<file path="config.mk">
export PLATFORM = sky130hd
export DESIGN_NAME = egg_timer_countdown
export DESIGN_NICKNAME = d
export VERILOG_FILES = /design/src/rtl/egg_timer_pkg.sv /design/src/rtl/bcd_digit_down.sv /design/src/rtl/egg_timer_countdown.sv
export SDC_FILE = /design/constraint.sdc
export NUM_CORES = 1
export LEC_CHECK = 0
export ABC_AREA = 1
export BUFFER_PORTS_ARGS = -buffer_cell sky130_fd_sc_hd__buf_2
export CORE_ASPECT_RATIO = 1.1
export CORE_UTILIZATION = 57
export DETAILED_ROUTE_END_ITERATION = 8
export HOLD_SLACK_MARGIN = 0.02
export PLACE_DENSITY = 0.8
export SLEW_MARGIN = 10
export SYNTH_ARGS = -nofsm -noshare
export SYNTH_HDL_FRONTEND = slang
export SYNTH_SLANG_ARGS = --single-unit
</file>
<file path="constraint.sdc">
create_clock -name clk -period 4.1 [get_ports clk]
set_input_delay 0 -clock clk [delete_from_list [all_inputs] [get_ports clk]]
set_output_delay 0 -clock clk [all_outputs]
set_load 0.01 [all_outputs]
</file>
<file path="src/rtl/egg_timer_pkg.sv">
// Shared definitions for the egg timer: controller state encoding, BCD digit
// limits and a digit clamp used wherever presets are accepted.
package egg_timer_pkg;

    typedef enum logic [1:0] {
        ST_IDLE     = 2'd0,
        ST_ARMED    = 2'd1,
        ST_COUNTING = 2'd2,
        ST_DONE     = 2'd3
    } state_t;

    localparam logic [3:0] ONES_MAX = 4'd9;
    localparam logic [3:0] TENS_MAX = 4'd5;

    function automatic logic [3:0] bcd_clamp(input logic [3:0] val, input logic [3:0] max);
        return (val > max) ? max : val;
    endfunction

endpackage

</file>
<file path="src/rtl/bcd_digit_down.sv">
// One BCD down-counting digit with a clamped parallel load; chained through
// borrow_in/borrow_out to build the MM:SS count.
module bcd_digit_down
    import egg_timer_pkg::*;
(
    input  logic       clk,
    input  logic       reset_n,
    input  logic [3:0] max,
    input  logic       borrow_in,
    input  logic       dec_en,
    input  logic       load_en,
    input  logic [3:0] load_val,
    output logic [3:0] digit,
    output logic       borrow_out
);

    logic [3:0] digit_r;

    // Digit register: load wins, otherwise step down only when the lower digit borrows.
    always_ff @(posedge clk or negedge reset_n) begin
        if (!reset_n) begin
            digit_r <= 4'd0;
        end else if (load_en) begin
            digit_r <= bcd_clamp(load_val, max);
        end else if (dec_en && borrow_in) begin
            digit_r <= (digit_r == 4'd0) ? max : (digit_r - 4'd1);
        end else begin
            digit_r <= digit_r;
        end
    end

    assign borrow_out = borrow_in && (digit_r == 4'd0);
    assign digit      = digit_r;

endmodule

</file>
<file path="src/rtl/egg_timer_countdown.sv">
// Egg timer countdown: latches a BCD MM:SS preset, counts down on 1 Hz ticks,
// then holds cook_time/alarm high for DONE_TICKS ticks before returning to idle.
module egg_timer_countdown
    import egg_timer_pkg::*;
#(
    parameter int unsigned DONE_TICKS = 5
) (
    input  logic       clk,
    input  logic       reset_n,
    input  logic       tick_1hz,
    input  logic       enable_load,
    input  logic [3:0] load_second_ones,
    input  logic [3:0] load_second_tens,
    input  logic [3:0] load_minute_ones,
    input  logic [3:0] load_minute_tens,
    input  logic       enable_timer_countdown,
    output logic [3:0] second_ones,
    output logic [3:0] second_tens,
    output logic [3:0] minute_ones,
    output logic [3:0] minute_tens,
    output logic       running,
    output logic       cook_time,
    output logic       alarm
);

    localparam logic [3:0] DONE_LIMIT = 4'(DONE_TICKS);

    state_t     state_r, state_s;
    logic [3:0] done_cnt_r, done_cnt_s;
    logic [3:0] done_inc_s;
    logic       running_r, cook_time_r, alarm_r;
    logic       active_s, count_s, zero_s, last_s, dec_en_s;
    logic       borrow_so_s, borrow_st_s, borrow_mo_s, borrow_mt_s;

    assign active_s   = (state_r == ST_ARMED) || (state_r == ST_COUNTING);
    assign count_s    = active_s && tick_1hz && enable_timer_countdown;
    assign zero_s     = (minute_tens == 4'd0) && (minute_ones == 4'd0) &&
                        (second_tens == 4'd0) && (second_ones == 4'd0);
    // 00:01 is the last non-zero count: its decrement lands in DONE on the same edge.
    assign last_s     = (minute_tens == 4'd0) && (minute_ones == 4'd0) &&
                        (second_tens == 4'd0) && (second_ones == 4'd1);
    assign dec_en_s   = count_s && !enable_load && !zero_s;
    assign done_inc_s = done_cnt_r + 4'd1;

    bcd_digit_down u_second_ones (
        .clk(clk), .reset_n(reset_n), .max(ONES_MAX), .borrow_in(1'b1),
        .dec_en(dec_en_s), .load_en(enable_load), .load_val(load_second_ones),
        .digit(second_ones), .borrow_out(borrow_so_s)
    );

    bcd_digit_down u_second_tens (
        .clk(clk), .reset_n(reset_n), .max(TENS_MAX), .borrow_in(borrow_so_s),
        .dec_en(dec_en_s), .load_en(enable_load), .load_val(load_second_tens),
        .digit(second_tens), .borrow_out(borrow_st_s)
    );

    bcd_digit_down u_minute_ones (
        .clk(clk), .reset_n(reset_n), .max(ONES_MAX), .borrow_in(borrow_st_s),
        .dec_en(dec_en_s), .load_en(enable_load), .load_val(load_minute_ones),
        .digit(minute_ones), .borrow_out(borrow_mo_s)
    );

    bcd_digit_down u_minute_tens (
        .clk(clk), .reset_n(reset_n), .max(TENS_MAX), .borrow_in(borrow_mo_s),
        .dec_en(dec_en_s), .load_en(enable_load), .load_val(load_minute_tens),
        .digit(minute_tens), .borrow_out(borrow_mt_s)
    );

    // Next-state and DONE tick counter; a load overrides everything else.
    always_comb begin
        state_s    = state_r;
        done_cnt_s = done_cnt_r;
        if (enable_load) begin
            state_s    = ST_ARMED;
            done_cnt_s = 4'd0;
        end else begin
            case (state_r)
                ST_IDLE: begin
                    state_s = ST_IDLE;
                end
                ST_ARMED, ST_COUNTING: begin
                    if (count_s) begin
                        if (zero_s || last_s) begin
                            state_s    = ST_DONE;
                            done_cnt_s = 4'd0;
                        end else begin
                            state_s = ST_COUNTING;
                        end
                    end else begin
                        state_s = state_r;
                    end
                end
                ST_DONE: begin
                    if (tick_1hz) begin
                        if (done_inc_s >= DONE_LIMIT) begin
                            state_s    = ST_IDLE;
                            done_cnt_s = 4'd0;
                        end else begin
                            done_cnt_s = done_inc_s;
                        end
                    end else begin
                        state_s = ST_DONE;
                    end
                end
                default: begin
                    state_s    = ST_IDLE;
                    done_cnt_s = 4'd0;
                end
            endcase
        end
    end

    // State, counter and status flags, all decoded from the next state so they align with it.
    always_ff @(posedge clk or negedge reset_n) begin
        if (!reset_n) begin
            state_r     <= ST_IDLE;
            done_cnt_r  <= 4'd0;
            running_r   <= 1'b0;
            cook_time_r <= 1'b0;
            alarm_r     <= 1'b0;
        end else begin
            state_r     <= state_s;
            done_cnt_r  <= done_cnt_s;
            running_r   <= (state_s == ST_COUNTING);
            cook_time_r <= (state_s == ST_DONE);
            alarm_r     <= (state_s == ST_DONE);
        end
    end

    assign running   = running_r;
    assign cook_time = cook_time_r;
    assign alarm     = alarm_r;

endmodule

</file>
* Word level (Yosys, flattened, before mapping)
Index checks and enable logic that the tools add are counted. W data, S select, Z words.
Cells by class: add/subtract/negate cells 5, order comparisons 5, equal/unequal tests 9, mux-type cells 28, reductions and logical operators 29
Operators by type and width (count):
- $mux W4 | 21
- $logic_not A4 Y1 | 4
- $sub A4 B1 Y4 const B | 4
- $logic_and A1 B1 Y1 | 13
- $ne A3 B3 Y1 const B | 3
- $eq A2 B2 Y1 const B | 4
- $gt A4 B3 Y1 const B | 2
- $gt A4 B4 Y1 const B | 2
- $mux W2 | 4
- $pmux W4 S2 | 1
- $reduce_bool A2 Y1 | 4
- $pmux W2 S3 | 1
- $add A4 B1 Y4 const B | 1
- $eq A4 B1 Y1 const B | 1
- $ge A4 B3 Y1 const B | 1
- $reduce_and A4 Y1 | 1
- $reduce_bool A3 Y1 | 1
- $eq A2 B1 Y1 const B | 1
- $logic_not A1 Y1 | 2
- $logic_not A2 Y1 | 1
- $logic_or A1 B1 Y1 | 2
- $reduce_or A2 Y1 | 1
- $mux W1 | 1
Storage, ports and cells: register bits 24, input port bits 21, output and inout bits 19

* Logic depth before layout (Yosys ltp)
Gate-level depths: netlist of run 1.
depth in word-level cells 10, gate-level depth with buffers 9, depth with buffers taken out 9

* Modules after synthesis
A second synthesis of run 1 with hierarchy kept.
Second synthesis, totals: cell total of the unflattened synthesis 431, area, all modules 2600.0 um^2
By module, submodules not included:
- bcd_digit_down | cells each 82, area an instance 481.7 um^2, instances 4
- egg_timer_countdown | cells each 103, area an instance 673.1 um^2, instances 1

* Worst setup path after synthesis of run 1
No wires, ideal clock.
kind flip-flop to flip-flop, from register state_r[0], to register done_cnt_r[0], data required time 3982 ps, cell stages (with the launch flop) 10, clock period less this slack 1423 ps, arrival time 1306 ps, slack 2677 ps, cell sequence dfrtp_1 inv_1 ha_1 nand3_2 nor2_1 nand3_1 nand2_2 nand2_2 nand3_1 nand2_1
On the way: word-level cells in the longest chain between the ends 6, elaborated cells between the ends (all ways) 14, classes of those cells eq/ne (6); mux (2); reduce/logical (6)
RTL lines:
- from (decl) | line egg_timer_countdown.sv:28 | state_t state_r, state_s;
- from (signal assigned) | line egg_timer_countdown.sv:122 | state_r <= state_s;
- $eq A2 B1 Y1 / $eq A2 B2 Y1 (equally long branches) | line egg_timer_countdown.sv:35, egg_timer_countdown.sv:77
- $logic_or A1 B1 Y1 | line egg_timer_countdown.sv:35 | assign active_s = (state_r == ST_ARMED) || (state_r == ST_COUNTING);
- $logic_and A1 B1 Y1 (2 in a row) | line egg_timer_countdown.sv:36 | assign count_s = active_s && tick_1hz && enable_timer_countdown;
- $ne A3 B3 Y1 (no source line)
- $reduce_and A4 Y1 (no source line)
- to (signal assigned) | line egg_timer_countdown.sv:123 | done_cnt_r <= done_cnt_s;
- to (decl) | line egg_timer_countdown.sv:29 | logic [3:0] done_cnt_r, done_cnt_s;
Parallel ways exist; a longest one is shown, timed or not. A chain may end at the register's enable or synchronous reset.

* Worst setup path in the final report of run 1
from register state_r[0], to register u_minute_tens.digit_r[1], in the netlist u_minute_tens.digit[1]
On the way: word-level cells in the longest chain between the ends 8, elaborated cells between the ends (all ways) 9, classes of those cells eq/ne (2); reduce/logical (7)
RTL lines:
- $eq A2 B1 Y1 / $eq A2 B2 Y1 (equally long branches) | line egg_timer_countdown.sv:35
- $logic_or A1 B1 Y1 (*) | line egg_timer_countdown.sv:35
- $logic_and A1 B1 Y1 (*) (2 in a row) | line egg_timer_countdown.sv:36
- $logic_and A1 B1 Y1 (*) (2 in a row) | line egg_timer_countdown.sv:42 | assign dec_en_s = count_s && !enable_load && !zero_s;
- $logic_and A1 B1 Y1 (*) | line bcd_digit_down.sv:25 | end else if (dec_en && borrow_in) begin
- $reduce_bool A2 Y1 (no source line) (*)
- to (signal assigned) | line bcd_digit_down.sv:24 | digit_r <= bcd_clamp(load_val, max);
- to (signal assigned) | line bcd_digit_down.sv:26 | digit_r <= (digit_r == 4'd0) ? max : (digit_r - 4'd1);
- to (signal assigned) | line bcd_digit_down.sv:28 | digit_r <= digit_r;
- to (decl) | line bcd_digit_down.sv:17 | logic [3:0] digit_r;
Mark *: on every way between the ends. The rest lies on a longest branch, timed or not.

==> run summary, run 1 <==
* **PortBufs** 39
* **status** finished, final reports clean
* **detailed-route wire length** 3462 µm
* **routability cong.** 0.7674
* **Unique masters post-synth** 27
* **number of ports placed on the die boundary** 40
* **Buffers & Inverters on Critical Path** 1
* **post-synthesis average cell area** 6.869 µm²
* **syn nets** 267
* **sink count of the clock tree** 24
* **count of maximum capacitance violations** 0
* **wire length per cell** 10.96 µm
* **clock transition time at the flip-flop clock pins of the worst setup and hold paths** 0.14 ns
* **detail-routed via count per cell** 5.168
* **Layout area overhead** 17.54%
* **core area** 0.002753 mm²
* **Antenna diodes** 0
* **proportion of total power due to net switching** 35.28%
* **Max clock buf depth** 2
* **layout cell share with drive strength beyond 1** 23.32%
* **number of warnings printed during yosys synthesis** 0
* **final setup skew** 0.01264 ns
* **number of vias after detailed routing** 1633
* **total power density per cell area** 356.6 mW/mm²
* **antenna violations before repair** 0
* **kind of launch point of the worst setup path** flop
* **global routing usage summed across all routing layers** 25.47%
* **Skew-Pair Late Insertion Delay** 0.32 ns
* **count of buffers added by post-CTS timing repair for setup** 0
* **Max-slew headroom** 64.27%
* **total negative setup slack** 0 ns
* **sequential fraction of the synthesis area** 36.28%
* **overall die height** 58.52 µm
* **switching power total** 244.8 µW
* **post-detailed-route count of antenna-violating nets** 0
* **register share of total power** 42.4%
* **via count of the first global-routing pass** 1450
* **maximum fanout along the worst path** 10
* **detailed placer's ending HPWL** 2677 µm
* **max-slew violation count** 0
* **part of the total power dissipated in combinational logic** 33.1%
* **internal power of the cells** 449.1 µW
* **Hold Crit Class** input pin to flop
* **CTS hold repair buffers** 3
* **final core utilization** 70.68%
* **effective utilization at floorplan** 60.14%
* **number of instances in the synthesized netlist** 241
* **Inserted Clock Buffers** 3
* **sort of element at the end of the critical path** flop
* **Post-CTS Resized** 0
* **post-route DRC violation count** 0
* **setup slack of the most critical reg-to-reg path** 2.48 ns
* **leakage dissipation** 0.001075 µW
* **maximum achievable frequency** 618.7 MHz
* **first-pass GRT wire length** 5913 µm
* **Post-Synthesis Cell Area** 0.001655 mm²
* **final setup violation count** 0
* **maximum single-stage delay on the critical path** 0.42 ns
* **slew at the pin closest to its max-slew limit** 0.5360 ns
* **library cell contributing the largest single delay on the critical path** dfrtp_1
* **cell chain of the critical path** inv_1 > ha_1 > nand3_2 > nor2_4 > nand4_2 > nand2_4 > nand3_1 > nand2_1
* **clock power share** 24.5%
* **Required @ worst endpoint** 4.35 ns
* **buffer type at the clock tree root** clkbuf_4
* **horizontal extent of the die** 53.38 µm
* **aggregate global routing overflow** 0
* **Detailed Route Iter0 Violations** 44
* **largest net degree at the start of global routing** 26
* **data arrival time of the worst path** 1.87 ns
* **std cell rows** 20
* **post-layout minimum cycle time** 1.616 ns
* **Max IR drop VDD** 0.3055 mV
* **dominant delay contributor by cell family on the critical path** simple AND/OR/NAND/NOR gates
* **clock tree from TritonCTS** built
* **floorplan die area** 0.003124 mm²
* **period utilization** 39.42%
* **synthesized flop and latch total** 24
* **final hold violation count** 0
* **CTS H-Tree Depth** 1
* **unrepaired setup endpoints after global routing** no
* **Worst Setup Path Type** flop to flop
* **Final Net Count** 310
* **number of optimization iterations in the first detailed-route pass** 4
==> final timing paths <==
kind	start	end	depth (start not counted)
setup / recovery	state_r[0]	u_minute_tens.digit[1]	8
hold / removal	load_second_ones[2]	u_second_ones.digit[2]	5
setup reg to reg	state_r[0]	u_minute_tens.digit[1]	8
hold reg to reg	done_cnt_r[3]	done_cnt_r[3]	2
max in group asynchronous	reset_n	u_minute_tens.digit[0]	2
min in group asynchronous	reset_n	u_second_ones.digit[3]	2
==> cells in the final DEF (no fill, tap or decap), types with 2 or more instances in the layout <==
master | Yosys | routed
nand2_2 | 6 | 6
ha_1 | 5 | 5
o21ai_0 | 16 | 16
nor2_2 | 4 | 4
inv_2 | 6 | 6
dfrtp_1 | 24 | 24
xor2_1 | 2 | 2
nor2_4 | 3 | 3
o21ai_1 | 10 | 10
clkbuf_4 | 0 | 3
buf_2 | 2 | 39
dlygate4sd3_1 | 0 | 3
a31oi_1 | 2 | 2
nand4_1 | 4 | 4
a22oi_1 | 2 | 2
nor2_1 | 31 | 31
inv_1 | 30 | 30
a21oi_1 | 7 | 7
nand2_1 | 57 | 57
nand3_1 | 21 | 21
==> synthesized netlist by cell type, drive strengths merged <==
cell	n	area, µm²
a22oi	2	15.01
inv	36	135.1
xor2	2	17.52
or2	1	6.260
nand3b	1	7.510
buf	4	28.78
ha	5	62.56
nor3	1	5.000
nand2	64	262.8
a31oi	2	12.51
nor2	38	175.2
dfrtp	24	600.6
o21ai	27	138.9
a21oi	7	35.03
nand3	22	115.1
nand4	5	37.53
==> per-layer routing <==
layer / GRT usage (%) / wire, µm / up-vias
li1: - / - / 858
met1: 33.39 / 1594 / 738
met2: 42.86 / 1714 / 35
met3: 2.584 / 132 / 2
met4: 9.398 / 21 / 0
met5: 0 / 0 / -
==> kinds of logic after synthesis <==
logic type / synth area share [%]
AO/OA/AOI/OAI: 12.17
XOR/XNOR: 1.058
adder cells (fa/ha/maj): 3.779
buffers and inverters: 9.902
flip-flops: 36.28
AND/OR/NAND/NOR: 36.81
==> registers in the layout, indices dropped and copies added, names as in the netlist <==
name and cells:
done_cnt_r 4, u_minute_tens.digit 4, running 1, u_minute_ones.digit 4
state_r 2, u_second_ones.digit 4, alarm 1, u_second_tens.digit 4
==> worst reg2reg max path: cells and delay by family (launching register included) <==
kind	cells	cell delay, ns
AND/OR/NAND/NOR	6	0.75
flip-flops	1	0.42
adder cells (fa/ha/maj)	1	0.33
buffers and inverters	1	0.06
==> power by group through the flow <==
stage | sequential, µW | combinational (µW) | clock, µW
3_5_place_dp | 298 | 228 | 0
3_3_place_gp | 298 | 223 | 0
6_report | 294 | 230 | 170
2_1_floorplan | 306 | 149 | 0
5_1_grt | 299 | 263 | 187
4_1_cts | 294 | 231 | 174
==> layout make-up <==
type / count / area [µm²]
flip-flops and latches: 24 / 600.6
clock inverters: 1 / 30.03
fillers: 242 / 807.0
multi-input cells: 177 / 890.9
inverters: 36 / 135.1
repair buffers: 42 / 225.2
clock buffers: 3 / 22.52
well taps: 33 / 41.29
==> per-stage QoR <==
stage	worst slack (ns)	std cells	total power, µW	hold slack, ns	instance area [µm²]
after floorplan	2.677	241	455.7	-0.2956	1655
after detailed placement	2.523	309	525.6	0.01470	1863
after CTS	2.481	316	698.3	0.02837	1946
final	2.484	316	693.9	0.04252	1946
after global placement	2.577	309	521.0	0.009397	1863
after global routing	2.286	316	749.1	0.07009	1946
Note: power is estimated with default switching activity, not from simulation.
==> run 2: changes to the inputs <==
CORE_UTILIZATION = 53   (was 57)
PLACE_DENSITY = 0.75   (was 0.8)
clock period = 1.69 ns   (was 4.1 ns; I/O delays follow)
==> run summary, run 2 (same netlist as run 1, synthesis figures left out) <==
* **overall die height** 60.62 µm
* **post-layout minimum cycle time** 1.547 ns
* **leakage dissipation** 0.001090 µW
* **antenna violations before repair** 0
* **std cell rows** 20
* **detailed-route wire length** 3661 µm
* **buffer type at the clock tree root** clkbuf_4
* **worst setup timing slack at the placement stage** 0.1266 ns
* **floorplan die area** 0.003351 mm²
* **CTS H-Tree Depth** 1
* **effective utilization at floorplan** 57.52%
* **count of maximum capacitance violations** 0
* **status** finished, final reports clean
* **unrepaired setup endpoints after global routing** no
* **Antenna diodes** 0
* **first-pass GRT wire length** 6072 µm
* **total power density per cell area** 870.3 mW/mm²
* **Skew-Pair Late Insertion Delay** 0.33 ns
* **data arrival time of the worst path** 1.83 ns
* **Detailed Route Iter0 Violations** 57
* **PortBufs** 39
* **clock transition time at the flip-flop clock pins of the worst setup and hold paths** 0.14 ns
* **startpoint of the most critical register-to-register path** state_r[0]
* **Top Usage Layer GRT** met2
* **non-filler instance count after layout** 319
* **number of vias after detailed routing** 1652
* **capture point of the worst path** u_minute_tens.digit[1]
* **sort of element at the end of the critical path** flop
* **core area** 0.002878 mm²
* **logic depth of the worst register-to-register path** 8
* **setup slack of the most critical reg-to-reg path** 0.14 ns
* **Worst Setup Path Type** flop to flop
* **final worst slack** 0.1428 ns
* **Layout area overhead** 20.26%
* **max-slew violation count** 0
* **most common cell after layout, fill and taps aside** nand2_1
* **via count of the first global-routing pass** 1473
* **number of fillers in the final layout** 263
* **DP Cell Count** 309
* **layout cell share with drive strength beyond 1** 24.13%
* **slew at the pin closest to its max-slew limit** 0.5625 ns
* **Required @ worst endpoint** 1.97 ns
* **Final Net Count** 313
* **post-detailed-route count of antenna-violating nets** 0
* **routing usage on met3** 2.132%
* **Critical R2R Capture** u_minute_tens.digit[1]
* **Inserted Clock Buffers** 3
* **Max IR drop VDD** 0.6940 mV
* **clock tree from TritonCTS** built
* **largest net degree at the start of global routing** 26
* **detailed placer's ending HPWL** 2626 µm
* **detail-routed via count per cell** 5.179
* **post-route DRC violation count** 0
* **Hold Crit Class** input pin to flop
* **sink count of the clock tree** 24
* **horizontal extent of the die** 55.29 µm
* **fraction of met2 tracks used by global routing** 41.48%
* **global routing usage summed across all routing layers** 22.96%
* **startpoint of the most critical setup path** state_r[0]
* **met1 routing resource usage after global routing** 28.40%
* **kind of launch point of the worst setup path** flop
* **number of ports placed on the die boundary** 40
* **maximum achievable frequency** 646.3 MHz
* **Max-slew headroom** 62.50%
* **maximum fanout along the worst path** 10
* **final hold violation count** 0
* **total chip power** 1732 µW
* **routability cong.** 0.7831
* **final setup violation count** 0
* **number of optimization iterations in the first detailed-route pass** 4
* **period utilization** 91.55%
* **highest-count cells in the layout ignoring fill and taps** 57 x nand2_1, 39 x buf_2, 31 x nor2_1
* **final setup skew** 0.005179 ns
* **aggregate global routing overflow** 0
* **total negative setup slack** 0 ns
* **wire length per cell** 11.48 µm
* **Max clock buf depth** 2
[run 2: layout make-up]
| cell class | count | area (µm²) | share of cell area (%) |
|---|---|---|---|
| Inverter | 36 | 135.1 | 6.788 |
| Timing Repair Buffer | 45 | 250.2 | 12.57 |
| Multi-Input combinational cell | 177 | 910.9 | 45.76 |
| Sequential cell | 24 | 600.6 | 30.17 |
| Clock inverter | 1 | 30.03 | 1.508 |
| Tap cell | 33 | 41.29 | 2.074 |
| Clock buffer | 3 | 22.52 | 1.131 |
[run 2: where the power goes]
| part | total, µW | internal [µW] | leakage, µW | switching, µW |
|---|---|---|---|---|
| clock | 433 | 240 | 0.0000279 | 192 |
| combinational | 588 | 229 | 0.000751 | 358 |
| sequential | 712 | 640 | 0.000311 | 71.9 |
| total | 1730 | 1110 | 0.00109 | 623 |
[run 2: critical path: stages, from the launching register on]
cell	delay [ns]
dfrtp_1	0.43
inv_1	0.09
ha_4	0.29
nand3_4	0.08
nor2_4	0.13
nand4_2	0.17
nand2_4	0.15
nand3_1	0.09
nand2_1	0.06
[run 2: worst min path at each step]
stage | startpoint | slack (ns) | cells after the start | endpoint
2_1_floorplan | reset_n | -0.30 | 0 | alarm
3_3_place_gp | reset_n | 0.02 | 1 | u_second_ones.digit[2]
3_5_place_dp | reset_n | 0.02 | 1 | u_second_ones.digit[2]
4_1_cts | load_minute_ones[1] | 0.02 | 5 | u_minute_ones.digit[1]
5_1_grt | load_second_tens[1] | 0.05 | 5 | u_second_tens.digit[1]
6_report | load_minute_ones[3] | 0.02 | 5 | u_minute_ones.digit[3]
[run 2: repair_timing]
item                                    4_1_cts  5_1_grt
gates resized for setup                       0        2
endpoints found under the setup margin        0       13
hold buffers                                  4        0
endpoints found under the hold margin        27        0
buffers inserted                              0        2
[run 2: per-stage QoR]
| step | cell area [µm²] | hold WS, ns | util (%) |
|---|---|---|---|
| finish | 1991 | 0.02427 | 69.17 |
| floorplan | 1655 | -0.2956 | - |
| global route | 1991 | 0.04615 | 69.17 |
| global placement | 1863 | 0.01646 | 64.74 |
| CTS | 1956 | 0.02018 | 67.96 |
| detailed placement | 1863 | 0.01691 | 64.74 |
[run 2: metal layers]
layer | up-vias | routed length, µm
met1 | 750 | 1745
met5 | - | 0
li1 | 862 | -
met2 | 33 | 1753
met3 | 7 | 88
met4 | 0 | 74
==> run 3: changes to the inputs <==
CORE_ASPECT_RATIO = 0.8   (was 1.1)
==> run summary, run 3 (same netlist as run 1, synthesis figures left out) <==
* **status** finished, final reports clean
* **effective utilization at floorplan** 57.65%
* **Max-slew headroom** 63.10%
* **final setup skew** 0.004645 ns
* **clock tree from TritonCTS** built
* **number of fillers in the final layout** 283
* **first-pass GRT wire length** 6003 µm
* **maximum achievable frequency** 638.3 MHz
* **kind of launch point of the worst setup path** flop
* **Max IR drop VDD** 0.5504 mV
* **routability cong.** 0.7873
* **Hold Crit Class** input pin to flop
* **largest net degree at the start of global routing** 26
* **std cell rows** 17
* **part of the total power dissipated in combinational logic** 34.6%
* **maximum single-stage delay on the critical path** 0.40 ns
* **detailed placer's ending HPWL** 2662 µm
* **Layout area overhead** 19.50%
* **Detailed Route Iter0 Violations** 135
* **footprint of the flip-flops and latches** 601.8 µm²
* **aggregate global routing overflow** 0
* **Skew-Pair Late Insertion Delay** 0.26 ns
* **layout cell share with drive strength beyond 1** 25.00%
* **Area after DPL** 0.001869 mm²
* **clock power share** 23.0%
* **CTS H-Tree Depth** 1
* **total power density per cell area** 855.0 mW/mm²
* **core area** 0.002872 mm²
* **post-detailed-route count of antenna-violating nets** 0
* **count of maximum capacitance violations** 0
* **floorplan die area** 0.003352 mm²
* **switching power total** 618.9 µW
* **Max clock buf depth** 2
* **detail-routed via count per cell** 5.022
* **wire length per cell** 11.19 µm
* **maximum fanout along the worst path** 4
* **buffer type at the clock tree root** clkbuf_8
* **horizontal extent of the die** 64.48 µm
* **Required @ worst endpoint** 1.85 ns
* **final hold violation count** 0
* **number of ports placed on the die boundary** 40
* **data arrival time of the worst path** 1.72 ns
* **post-route DRC violation count** 0
* **antenna violations before repair** 0
* **library cell contributing the largest single delay on the critical path** dfrtp_1
* **global routing usage summed across all routing layers** 23.35%
* **cell chain of the critical path** inv_1 > ha_4 > nand3_2 > nor2_1 > nand3_1 > nand2_2 > nand2_2 > nand3_1 > nand2_1
* **number of optimization iterations in the first detailed-route pass** 4
* **sort of element at the end of the critical path** flop
* **highest-count cells in the layout ignoring fill and taps** 57 x nand2_1, 39 x buf_2, 31 x nor2_1
* **proportion of total power due to net switching** 36.59%
* **PortBufs** 39
* **cell area after layout** 0.001978 mm²
* **total chip power** 1691 µW
* **max-slew violation count** 0
* **Antenna diodes** 0
* **clock transition time at the flip-flop clock pins of the worst setup and hold paths** 0.09 ns
* **detailed-route wire length** 3602 µm
* **leakage dissipation** 0.001064 µW
* **overall die height** 51.99 µm
* **Inserted Clock Buffers** 3
* **number of vias after detailed routing** 1617
* **Worst Setup Path Type** flop to flop
* **final setup violation count** 0
* **period utilization** 92.70%
* **via count of the first global-routing pass** 1353
* **slew at the pin closest to its max-slew limit** 0.5535 ns
* **Final Net Count** 311
* **sink count of the clock tree** 24
* **register share of total power** 42.4%
* **post-layout minimum cycle time** 1.567 ns
* **internal power of the cells** 1072 µW
* **most common cell after layout, fill and taps aside** nand2_1
* **multi-input logic area** 918.4 µm²
-- run 3: stage by stage --
stage / setup WS, ns / instances / hold WS (ns) / utilization (%) / TNS, ns
6_report: 0.1234 / 322 / 0.06328 / 68.89 / 0
4_1_cts: 0.07914 / 319 / 0.05680 / 67.36 / 0
3_5_place_dp: 0.1090 / 314 / 0.01939 / 65.10 / 0
5_1_grt: -0.0006548 / 322 / 0.1009 / 68.89 / -0.0006548
2_1_floorplan: 0.2666 / 241 / -0.2956 / - / 0
3_3_place_gp: 0.1464 / 314 / 0.02469 / 65.10 / 0
-- run 3: final timing paths --
path | depth (start not counted) | startpoint | slack, ns | end
max | 9 | state_r[0] | 0.12 | done_cnt_r[0]
max reg2reg | 9 | state_r[0] | 0.12 | done_cnt_r[0]
max in group asynchronous | 2 | reset_n | 1.04 | done_cnt_r[0]
min | 5 | load_second_ones[1] | 0.06 | u_second_ones.digit[1]
min reg2reg | 2 | done_cnt_r[3] | 0.54 | done_cnt_r[3]
min in group asynchronous | 2 | reset_n | 0.25 | u_minute_tens.digit[3]
-- run 3: critical path, delay by kind of cell (launching register included) --
family	cells	cell delay, ns
flip-flops	1	0.40
buffers and inverters	1	0.09
adder cells (fa/ha/maj)	1	0.28
AND/OR/NAND/NOR	7	0.67
-- run 3: power groups by stage --
stage	logic (µW)	clock network, µW	registers, µW
global placement	544	0	725
CTS	556	401	716
finish	584	389	718
detailed placement	550	0	727
floorplan	362	0	743
global route	671	424	726
-- run 3: timing repair --
action | in CTS | in global routing
setup buffers | 0 | 2
setup endpoints to repair | 0 | 12
resized for setup | 0 | 3
endpoints found under the hold margin | 24 | 0
hold buffers | 1 | 0
-- run 3: per-layer routing --
layer	GRT usage [%]	routed length, µm
met1	33.06	1776
met2	36.84	1572
met3	5.044	230
met4	4.444	21
met5	0	0
-- run 3: cell type report --
cell class | count | share of cell area (%)
Clock buffer | 4 | 2.783
Inverter | 36 | 6.831
Multi-Input combinational cell | 178 | 46.43
Sequential cell | 24 | 30.42
Tap cell | 38 | 2.404
Timing Repair Buffer | 42 | 11.13
